### src/rtl/tmds_pkg.sv
// rtl/tmds_pkg.sv - shared TMDS lane constants, control tokens and alignment FSM states
package tmds_pkg;

  localparam int WORD_BITS = 10;

  // Control tokens as they appear in the receive shift register, keyed by C1C0
  localparam logic [WORD_BITS-1:0] TOKEN_C00 = 10'b1101010100;
  localparam logic [WORD_BITS-1:0] TOKEN_C01 = 10'b0010101011;
  localparam logic [WORD_BITS-1:0] TOKEN_C10 = 10'b0101010100;
  localparam logic [WORD_BITS-1:0] TOKEN_C11 = 10'b1010101011;

  typedef enum logic [1:0] {
    HUNT   = 2'd0,
    CHECK  = 2'd1,
    LOCKED = 2'd2
  } rx_state_e;

endpackage

### src/rtl/tmds_word_decoder.sv
// rtl/tmds_word_decoder.sv - combinational TMDS 10b word decoder (data byte or control token)
module tmds_word_decoder
  import tmds_pkg::*;
(
  input  logic [WORD_BITS-1:0] word_i,
  output logic [7:0]           data_o,
  output logic                 c0_o,
  output logic                 c1_o,
  output logic                 de_o,
  output logic                 is_token_o
);

  logic [7:0] t;

  // Undo the DC-balance inversion and the XOR/XNOR transition coding
  always_comb begin
    t         = word_i[9] ? ~word_i[7:0] : word_i[7:0];
    data_o    = '0;
    data_o[0] = t[0];
    for (int i = 1; i < 8; i++) begin
      data_o[i] = word_i[8] ? (t[i] ^ t[i-1]) : ~(t[i] ^ t[i-1]);
    end
  end

  // Control token lookup; anything else is a data word
  always_comb begin
    is_token_o = 1'b1;
    c0_o       = 1'b0;
    c1_o       = 1'b0;
    case (word_i)
      TOKEN_C00: begin c1_o = 1'b0; c0_o = 1'b0; end
      TOKEN_C01: begin c1_o = 1'b0; c0_o = 1'b1; end
      TOKEN_C10: begin c1_o = 1'b1; c0_o = 1'b0; end
      TOKEN_C11: begin c1_o = 1'b1; c0_o = 1'b1; end
      default:   is_token_o = 1'b0;
    endcase
    de_o = ~is_token_o;
  end

endmodule

### src/rtl/tmds_channel_rx.sv
// rtl/tmds_channel_rx.sv - one TMDS lane receiver: deserialize, token-align, decode; TMDS_RX_STATS_EN adds relock_count
module tmds_channel_rx
  import tmds_pkg::*;
#(
  parameter int LOCK_TOKENS = 8,
  parameter int LOSS_WORDS  = 4096
) (
  input  logic        tmds_clk,
  input  logic        resetn,
  input  logic        in_tmds,
  output logic [7:0]  out_data,
  output logic        out_c0,
  output logic        out_c1,
  output logic        out_de,
  output logic        out_valid,
  output logic        out_locked
`ifdef TMDS_RX_STATS_EN
  ,
  output logic [15:0] relock_count
`endif
);

  localparam int PH_W   = $clog2(WORD_BITS);
  localparam int TOK_W  = $clog2(LOCK_TOKENS + 1);
  localparam int LOSS_W = $clog2(LOSS_WORDS + 1);

  localparam logic [PH_W-1:0]   PH_LAST     = PH_W'(WORD_BITS - 1);
  localparam logic [TOK_W-1:0]  TOK_PRELOCK = TOK_W'(LOCK_TOKENS - 1);
  localparam logic [LOSS_W-1:0] LOSS_LAST   = LOSS_W'(LOSS_WORDS - 1);

  logic [WORD_BITS-1:0] sr_q, sr_d;
  logic [PH_W-1:0]      phase_q, phase_d;
  logic [TOK_W-1:0]     tok_cnt_q, tok_cnt_d;
  logic [LOSS_W-1:0]    loss_cnt_q, loss_cnt_d;
  rx_state_e            state_q, state_d;

  logic [7:0] data_q, data_d;
  logic       c0_q, c0_d;
  logic       c1_q, c1_d;
  logic       de_q, de_d;
  logic       valid_q, valid_d;
  logic       locked_q, locked_d;

  logic [7:0] dec_data;
  logic       dec_c0, dec_c1, dec_de, dec_is_token;
  logic       boundary;

  tmds_word_decoder u_dec (
    .word_i     (sr_q),
    .data_o     (dec_data),
    .c0_o       (dec_c0),
    .c1_o       (dec_c1),
    .de_o       (dec_de),
    .is_token_o (dec_is_token)
  );

  // Next state: shift in one bit, advance the word phase, run the alignment FSM and capture words
  always_comb begin
    sr_d       = {in_tmds, sr_q[WORD_BITS-1:1]};
    state_d    = state_q;
    phase_d    = (phase_q == PH_LAST) ? '0 : phase_q + 1'b1;
    tok_cnt_d  = tok_cnt_q;
    loss_cnt_d = loss_cnt_q;
    data_d     = data_q;
    c0_d       = c0_q;
    c1_d       = c1_q;
    de_d       = de_q;
    valid_d    = 1'b0;
    boundary   = (phase_q == PH_LAST);

    case (state_q)
      HUNT: begin
        // Any bit position may start a word; the first token fixes the phase
        phase_d    = '0;
        tok_cnt_d  = '0;
        loss_cnt_d = '0;
        if (dec_is_token) begin
          tok_cnt_d = TOK_W'(1);
          state_d   = CHECK;
        end
      end

      CHECK: begin
        if (boundary) begin
          if (dec_is_token) begin
            tok_cnt_d = tok_cnt_q + 1'b1;
            if (tok_cnt_q == TOK_PRELOCK) begin
              state_d    = LOCKED;
              loss_cnt_d = '0;
            end
          end else begin
            tok_cnt_d = '0;
            state_d   = HUNT;
          end
        end
      end

      LOCKED: begin
        if (boundary) begin
          valid_d = 1'b1;
          de_d    = dec_de;
          if (dec_is_token) begin
            c0_d       = dec_c0;
            c1_d       = dec_c1;
            loss_cnt_d = '0;
          end else begin
            data_d = dec_data;
            // The word that exhausts the budget is still delivered before dropping lock
            if (loss_cnt_q == LOSS_LAST) begin
              loss_cnt_d = '0;
              state_d    = HUNT;
            end else begin
              loss_cnt_d = loss_cnt_q + 1'b1;
            end
          end
        end
      end

      default: state_d = HUNT;
    endcase

    locked_d = (state_d == LOCKED);
  end

  // Lane registers; asynchronous reset drops any partially received word
  always_ff @(posedge tmds_clk or negedge resetn) begin
    if (!resetn) begin
      sr_q       <= '0;
      phase_q    <= '0;
      tok_cnt_q  <= '0;
      loss_cnt_q <= '0;
      state_q    <= HUNT;
      data_q     <= '0;
      c0_q       <= 1'b0;
      c1_q       <= 1'b0;
      de_q       <= 1'b0;
      valid_q    <= 1'b0;
      locked_q   <= 1'b0;
    end else begin
      sr_q       <= sr_d;
      phase_q    <= phase_d;
      tok_cnt_q  <= tok_cnt_d;
      loss_cnt_q <= loss_cnt_d;
      state_q    <= state_d;
      data_q     <= data_d;
      c0_q       <= c0_d;
      c1_q       <= c1_d;
      de_q       <= de_d;
      valid_q    <= valid_d;
      locked_q   <= locked_d;
    end
  end

  assign out_data   = data_q;
  assign out_c0     = c0_q;
  assign out_c1     = c1_q;
  assign out_de     = de_q;
  assign out_valid  = valid_q;
  assign out_locked = locked_q;

`ifdef TMDS_RX_STATS_EN
  logic [15:0] relock_q, relock_d;

  // Saturating count of lock losses, for link-quality monitoring
  always_comb begin
    relock_d = relock_q;
    if ((state_q == LOCKED) && (state_d == HUNT) && (relock_q != 16'hFFFF)) begin
      relock_d = relock_q + 16'd1;
    end
  end

  // Relock counter register, cleared only by reset
  always_ff @(posedge tmds_clk or negedge resetn) begin
    if (!resetn) begin
      relock_q <= '0;
    end else begin
      relock_q <= relock_d;
    end
  end

  assign relock_count = relock_q;
`endif

endmodule

### config.mk
export PLATFORM = sky130hd
export DESIGN_NAME = tmds_channel_rx
export DESIGN_NICKNAME = d
export VERILOG_FILES = /design/src/rtl/tmds_pkg.sv /design/src/rtl/tmds_word_decoder.sv /design/src/rtl/tmds_channel_rx.sv
export SDC_FILE = /design/constraint.sdc
export NUM_CORES = 1
export LEC_CHECK = 0
export BUFFER_PORTS_ARGS = -buffer_cell sky130_fd_sc_hd__buf_2
export CORE_MARGIN = 8
export CORE_UTILIZATION = 40
export DETAILED_ROUTE_END_ITERATION = 10
export GPL_TIMING_DRIVEN = 0
export PLACE_DENSITY = 0.59
export SLEW_MARGIN = 10
export SYNTH_ARGS = -nofsm -noshare
export SYNTH_HDL_FRONTEND = slang
export SYNTH_SLANG_ARGS = --single-unit
### constraint.sdc
create_clock -name tmds_clk -period 2.8 [get_ports tmds_clk]
set_clock_uncertainty 0.15 [all_clocks]
set_input_delay 0.56 -clock tmds_clk [delete_from_list [all_inputs] [get_ports tmds_clk]]
set_output_delay 0.56 -clock tmds_clk [all_outputs]
set_load 0.05 [all_outputs]
# Word level (Yosys, flattened, before mapping)
# Cells that the tools add are included.
dict set report totals {
  register_bits 46
  output_inout_bits 13
}
dict set report op_classes {
  add_sub_neg 3
  eq_ne 14
  muxes 34
  n_bitwise 16
  reduce_logical 11
}
# cell n
set ops {}
lappend ops {{2-to-1 mux 13 bit} 6}
lappend ops {{case mux 13 bit (3 select lines)} 1}
lappend ops {{equality test 10 bit, second input constant} 2}
lappend ops {{2-to-1 mux 4 bit} 4}
lappend ops {{2-to-1 mux 2 bit} 7}
lappend ops {{adder 13 x 1 -> 13 bit, second input constant} 1}
lappend ops {{equality test 13 x 12 -> 1 bit, second input constant} 1}
lappend ops {{2-to-1 mux 1 bit} 13}
lappend ops {{equality test 10 x 8 -> 1 bit, second input constant} 1}
lappend ops {{equality test 10 x 9 -> 1 bit, second input constant} 1}
lappend ops {{adder 4 x 1 -> 4 bit, second input constant} 2}
lappend ops {{2-to-1 mux 8 bit} 1}
lappend ops {{inequality test 2 bit, second input constant} 4}
lappend ops {{NOT 1 bit} 8}
lappend ops {{NOT 8 bit} 1}
lappend ops {{case mux 4 bit (2 select lines)} 1}
lappend ops {{XOR 1 bit} 7}
lappend ops {{case mux 2 bit (3 select lines)} 1}
lappend ops {{AND reduction 3 bit} 2}
lappend ops {{AND reduction 5 bit} 1}
lappend ops {{equality test 2 bit, second input constant} 2}
lappend ops {{equality test 4 x 3 -> 1 bit, second input constant} 1}
lappend ops {{equality test 4 bit, second input constant} 1}
lappend ops {{AND reduction 2 bit} 2}
lappend ops {{other kinds (6)} 7}

# Logic depth before layout (Yosys ltp)
dict set report depth {
  depth_word 7
  mapped_depth 8
}

# Hierarchy
# A second synthesis with hierarchy kept.
dict set report unflattened {
  cells_unflattened 201
  area_unflattened_um2 2301.0
}
# mod instances cells_per_inst area_per_inst_um2 seq_area_each_um2
set by_module_without_submodules {}
lappend by_module_without_submodules {tmds_channel_rx 1 175 2065.7 1151.1}
lappend by_module_without_submodules {tmds_word_decoder 1 26 235.2 0.0}

# Worst setup path before layout
# No wires, ideal clock.
dict set report synth_path {
  path_type {reg2reg}
  startpoint {register sr_q[8]}
  endpoint {register data_q[6], in the netlist out_data[6]}
  t_arrival_ns 1.814
  required_time_ns 2.525
  setup_slack_ns 0.712
  path_stages_with_launch 7
  period_less_slack_ns 2.088
  path_cell_list {dfrtp_1 > buf_6 > nand2b_4 > or4_4 > nand3_1 > buf_4 > mux2_2}
}
dict set report synth_between {
  elab_chain_len 5
  word_cells_on_any_way 9
  classes_between {eq/ne: 4; mux: 2; bitwise: 1; reduce/logical: 2}
}
# item line
set synth_rtl {}
lappend synth_rtl {{from (decl)} tmds_channel_rx.sv:31} ;# logic [WORD_BITS-1:0] sr_q, sr_d;
lappend synth_rtl {{from (signal assigned)} tmds_channel_rx.sv:140} ;# sr_q <= sr_d;
lappend synth_rtl {{equality test 10 bit, or another cell as far along} tmds_word_decoder.sv:30} ;# case (word_i)
lappend synth_rtl {{OR reduction 4 bit (no source line)} -}
lappend synth_rtl {{2-to-1 mux 1 bit} tmds_word_decoder.sv:30}
lappend synth_rtl {{NOT 1 bit} -}
lappend synth_rtl {{AND reduction 3 bit (no source line)} -}
lappend synth_rtl {{to (signal assigned)} tmds_channel_rx.sv:145} ;# data_q <= data_d;
lappend synth_rtl {{to (decl)} tmds_channel_rx.sv:37} ;# logic [7:0] data_q, data_d;
# Several ways; a longest one is shown, not always the timed one.
# A chain may end at the register's enable or synchronous reset.

# Worst setup path after layout
dict set report layout_path {
  startpoint {register loss_cnt_q[0]}
  endpoint {register loss_cnt_q[2]}
}
dict set report layout_between {
  elab_chain_len 5
  word_cells_on_any_way 6
  classes_between {add/sub: 1; eq/ne: 1; mux: 4}
}
# item line
set layout_rtl {}
lappend layout_rtl {{from (decl)} tmds_channel_rx.sv:34} ;# logic [LOSS_W-1:0] loss_cnt_q, loss_cnt_d;
lappend layout_rtl {{from (signal assigned)} tmds_channel_rx.sv:143} ;# loss_cnt_q <= loss_cnt_d;
lappend layout_rtl {{adder 13 x 1 -> 13 bit / equality test 13 x 12 -> 1 bit (equally long branches)} {tmds_channel_rx.sv:113, tmds_channel_rx.sv:109}}
lappend layout_rtl {{2-to-1 mux 13 bit *} tmds_channel_rx.sv:109} ;# if (loss_cnt_q == LOSS_LAST) begin
lappend layout_rtl {{2-to-1 mux 13 bit *} tmds_channel_rx.sv:102} ;# if (dec_is_token) begin
lappend layout_rtl {{2-to-1 mux 13 bit *} tmds_channel_rx.sv:99} ;# if (boundary) begin
lappend layout_rtl {{case mux 13 bit (3 select lines) *} tmds_channel_rx.sv:71} ;# case (state_q)
# Every way passes the cells marked *; elsewhere a longest branch is shown, timed or not. The select of a mux whose other input is x is not followed.

==> metrics.cfg <==
[global_route]
grt_pass1_wl_microns = 8110
grt_max_degree = 47
grt_antenna_before_repair = 0
grt_use_total_pct = 11.9
grt_pass1_vias = 1619
overflow = 0

[place]
pre_cts_slack_ns = 0.425
dp.cells = 296
gp_congestion = 0.716
postPlaceCellArea_sq_um = 2390
dpl.hpwl_microns = 3130
io_buffers = 15

[setup_path]
critPathSlowestCell = or4_1
start_kind = flip-flop
crit_chain = ha_1, nand3_1, or4_1, nand4_1, nor3b_1, a221o_1
crit_type = reg2reg
cp_slowest_stage_delay_ns = 0.61
required_ns = 2.84
arrival_ns = 2.41
worstPathMaxFanout = 8
startpoint = loss_cnt_q[0]
reg2reg_from = loss_cnt_q[0]
crit_path_end_kind = flip-flop

[pwr]
leakage_nw = 1.17
swShare_pct = 25.0
ir_drop_v = 0.000282
p_comb_share_pct = 6.7
p_per_area_nw_per_um2 = 472
p_int_mw = 0.877
pwr-share-seq_pct = 59.1
clkPwrFrac_pct = 34.2
power.switching_mw = 0.292

[yosys]
synth_ff_type = dfrtp_1
ys_warn_count = 0
synth_cell_types = 45
avgSynthCellArea_sq_um = 10.7
synth_edf_count = 0
ys_ff_latch = 46
syn_nets = 216
postSynth.asyncResetShare_pct = 100
synthMuxAreaShare_pct = 3.48
synth-simple-area-share_pct = 22.4
ys_seq_area_share_pct = 51.6
syn_inst = 209
synth_xor_area_share_pct = 5.50
synth_area_sq_um = 2230
synth_compound_area_share_pct = 12.0
synth_top_family_by_area = simple AND/OR/NAND/NOR gates
yosys.area_share.adder_pct = 2.24

[final_layout]
register_area_sq_um = 1150
fill_cells = 531
design_area_sq_um = 2480
multiInputGateArea_sq_um = 1020
nets = 238
final_cells = 303
drive_gt1_share_pct = 17.7
diodes = 0
area_growth_syn_to_layout_pct = 11.2

[timing]
worstMarginPinSlew_ns = 1.02
rsz0062_at_grt = false
setup_tns_ns = 0
timing.fmax_mhz = 422
setup_viol = 0
finalWorstSetupSlack_ns = 0.428
maxSlewViolCount = 0
slew_headroom_pct = 31.9
finalHoldViolCount = 0
fin_crit_sh_pct = 84.7
whs_ns = 0.205
layout_min_cycle_time_ns = 2.37

[drt]
wl_microns = 4510
drcViolationCount = 0
drt_iter0_markers = 134
routed_via_density = 5.36
first_pass_iters = 4
ant_nets = 0
drt-wirelength-per-cell_microns = 14.9
vias = 1623

[clock_tree]
clk_path_buf_depth = 2
clock_latency_ns = 0.30
htree_levels = 2
hold_buffers = 0
cts_resized = 0
clk_pin_slew_ns = 0.09
cts_tree = done
clockRootBuffer = clkbuf_8
cts_buffers = 5
post_cts_buffers = 0
cts_sinks = 46

[die]
floorplan.core_area_sq_um = 5440
placementRows = 27
start_util_pct = 41.0
die_y_microns = 90.7
dieArea_sq_um = 8220
fp.dieW_microns = 90.7
boundaryPins = 16

[status]
status = complete, no violations

[min_path]
min_path_type = in2reg
worstHoldStart = in_tmds

[flow_run]
drv_cap = 0

==> state kept, by name, summed over array words and instances, names as in the netlist, 2 cells and up <==
signal / cells
loss_cnt_q: 13
sr_q: 10
out_data: 8
phase_q: 4
tok_cnt_q: 4
state_q: 2
==> power groups by stage <==
| stage | clock, mW | sequential, mW | combinational (mW) |
|---|---|---|---|
| after floorplan | 0 | 0.701 | 0.0536 |
| after global placement | 0 | 0.704 | 0.0799 |
| after detailed placement | 0 | 0.704 | 0.0801 |
| after CTS | 0.413 | 0.691 | 0.0804 |
| after global routing | 0.435 | 0.694 | 0.0889 |
| final | 0.400 | 0.691 | 0.0780 |
==> cell usage after synthesis, drive strengths merged (2+ instances only) <==
| library cell | count | area, sq um |
|---|---|---|
| o21ai | 14 | 70.1 |
| ha | 4 | 50.1 |
| a221o | 3 | 30.0 |
| xor2 | 6 | 52.6 |
| clkbuf | 3 | 11.3 |
| nand3b | 3 | 22.5 |
| nand4 | 6 | 37.5 |
| nand2 | 20 | 77.6 |
| a211o | 6 | 52.6 |
| or4 | 2 | 18.8 |
| buf | 4 | 35.0 |
| xnor2 | 8 | 70.1 |
| nand3 | 10 | 50.1 |
| nor4 | 2 | 12.5 |
| a21oi | 4 | 20.0 |
| nor2 | 13 | 48.8 |
| or2 | 4 | 25.0 |
| a32oi | 2 | 17.5 |
| nor3 | 7 | 35.0 |
| inv | 4 | 15.0 |
| mux2 | 6 | 67.6 |
| and3 | 8 | 50.1 |
| nor2b | 5 | 31.3 |
| nor3b | 3 | 27.5 |
| dfrtp | 46 | 1150 |
| nand2b | 3 | 26.3 |
==> critical path: cells and delay by family, from the launching register on <==
kind | cells | cell delay (ns)
compound gates | 1 | 0.27
fa+ha+maj | 1 | 0.20
flops | 1 | 0.39
simple gates | 4 | 1.24
==> cell usage in the layout, fill, tap and decap left out, types with 4 or more instances in the layout <==
cell type	netlist	final
a211o_1	6	6
xnor2_1	8	8
xor2_1	6	6
buf_2	1	16
mux2_2	6	6
o21ai_0	14	14
nand4_1	6	6
and3_1	8	8
nand2_1	19	19
nor2_1	13	13
ha_1	4	4
dfrtp_1	46	46
or2_2	4	4
nor2b_1	5	5
nand3_1	10	10
inv_1	4	4
clkbuf_8	0	5
a21oi_1	4	4
nor3_1	7	7
==> logic make-up (layout without fill, tap and decap cells) <==
group / after synthesis / after routing
AND/OR/NAND/NOR: 90 / 90
flip-flops: 46 / 46
AO/OA/AOI/OAI: 37 / 37
XOR/XNOR: 14 / 14
buffers and inverters: 11 / 33
multiplexers: 7 / 7
adder cells (fa/ha/maj): 4 / 4
==> per-stage QoR <==
step	util, %	total power, mW
floorplan	-	0.754
global placement	44.0	0.784
detailed placement	44.0	0.785
CTS	45.6	1.18
global route	45.6	1.22
finish	45.6	1.17
==> worst paths after layout <==
check                                       to  slack [ns]  depth (start not counted)
worst min-delay path                   sr_q[9]        0.20                          1
min in group asynchronous        loss_cnt_q[2]        0.27                          1
worst min register to register         sr_q[7]        0.25                          0
max in group asynchronous       loss_cnt_q[12]        1.59                          1
worst max-delay path             loss_cnt_q[2]        0.43                          6
worst max register to register   loss_cnt_q[2]        0.43                          6
==> final cells by class <==
| type | count | share of cell area, % |
|---|---|---|
| timing repair buffer | 15 | 3.03 |
| clock inverter | 2 | 0.606 |
| sequential | 46 | 46.4 |
| clock buffer | 5 | 2.78 |
| buffer | 7 | 1.87 |
| multi-input combinational | 152 | 41.0 |
| inverter | 4 | 0.606 |
| tap | 72 | 3.63 |
==> per-layer routing <==
| metal | wire length [microns] | up-vias | share of wire, % | track usage (%) |
|---|---|---|---|---|
| met4 | 67 | 0 | 1.5 | 4.58 |
| met5 | 0 | - | 0 | 0 |
| li1 | - | 802 | - | - |
| met1 | 2250 | 796 | 50 | 16.2 |
| met3 | 135 | 5 | 3.0 | 3.08 |
| met2 | 2050 | 20 | 46 | 17.7 |
Power figures use the tool's default switching activity.
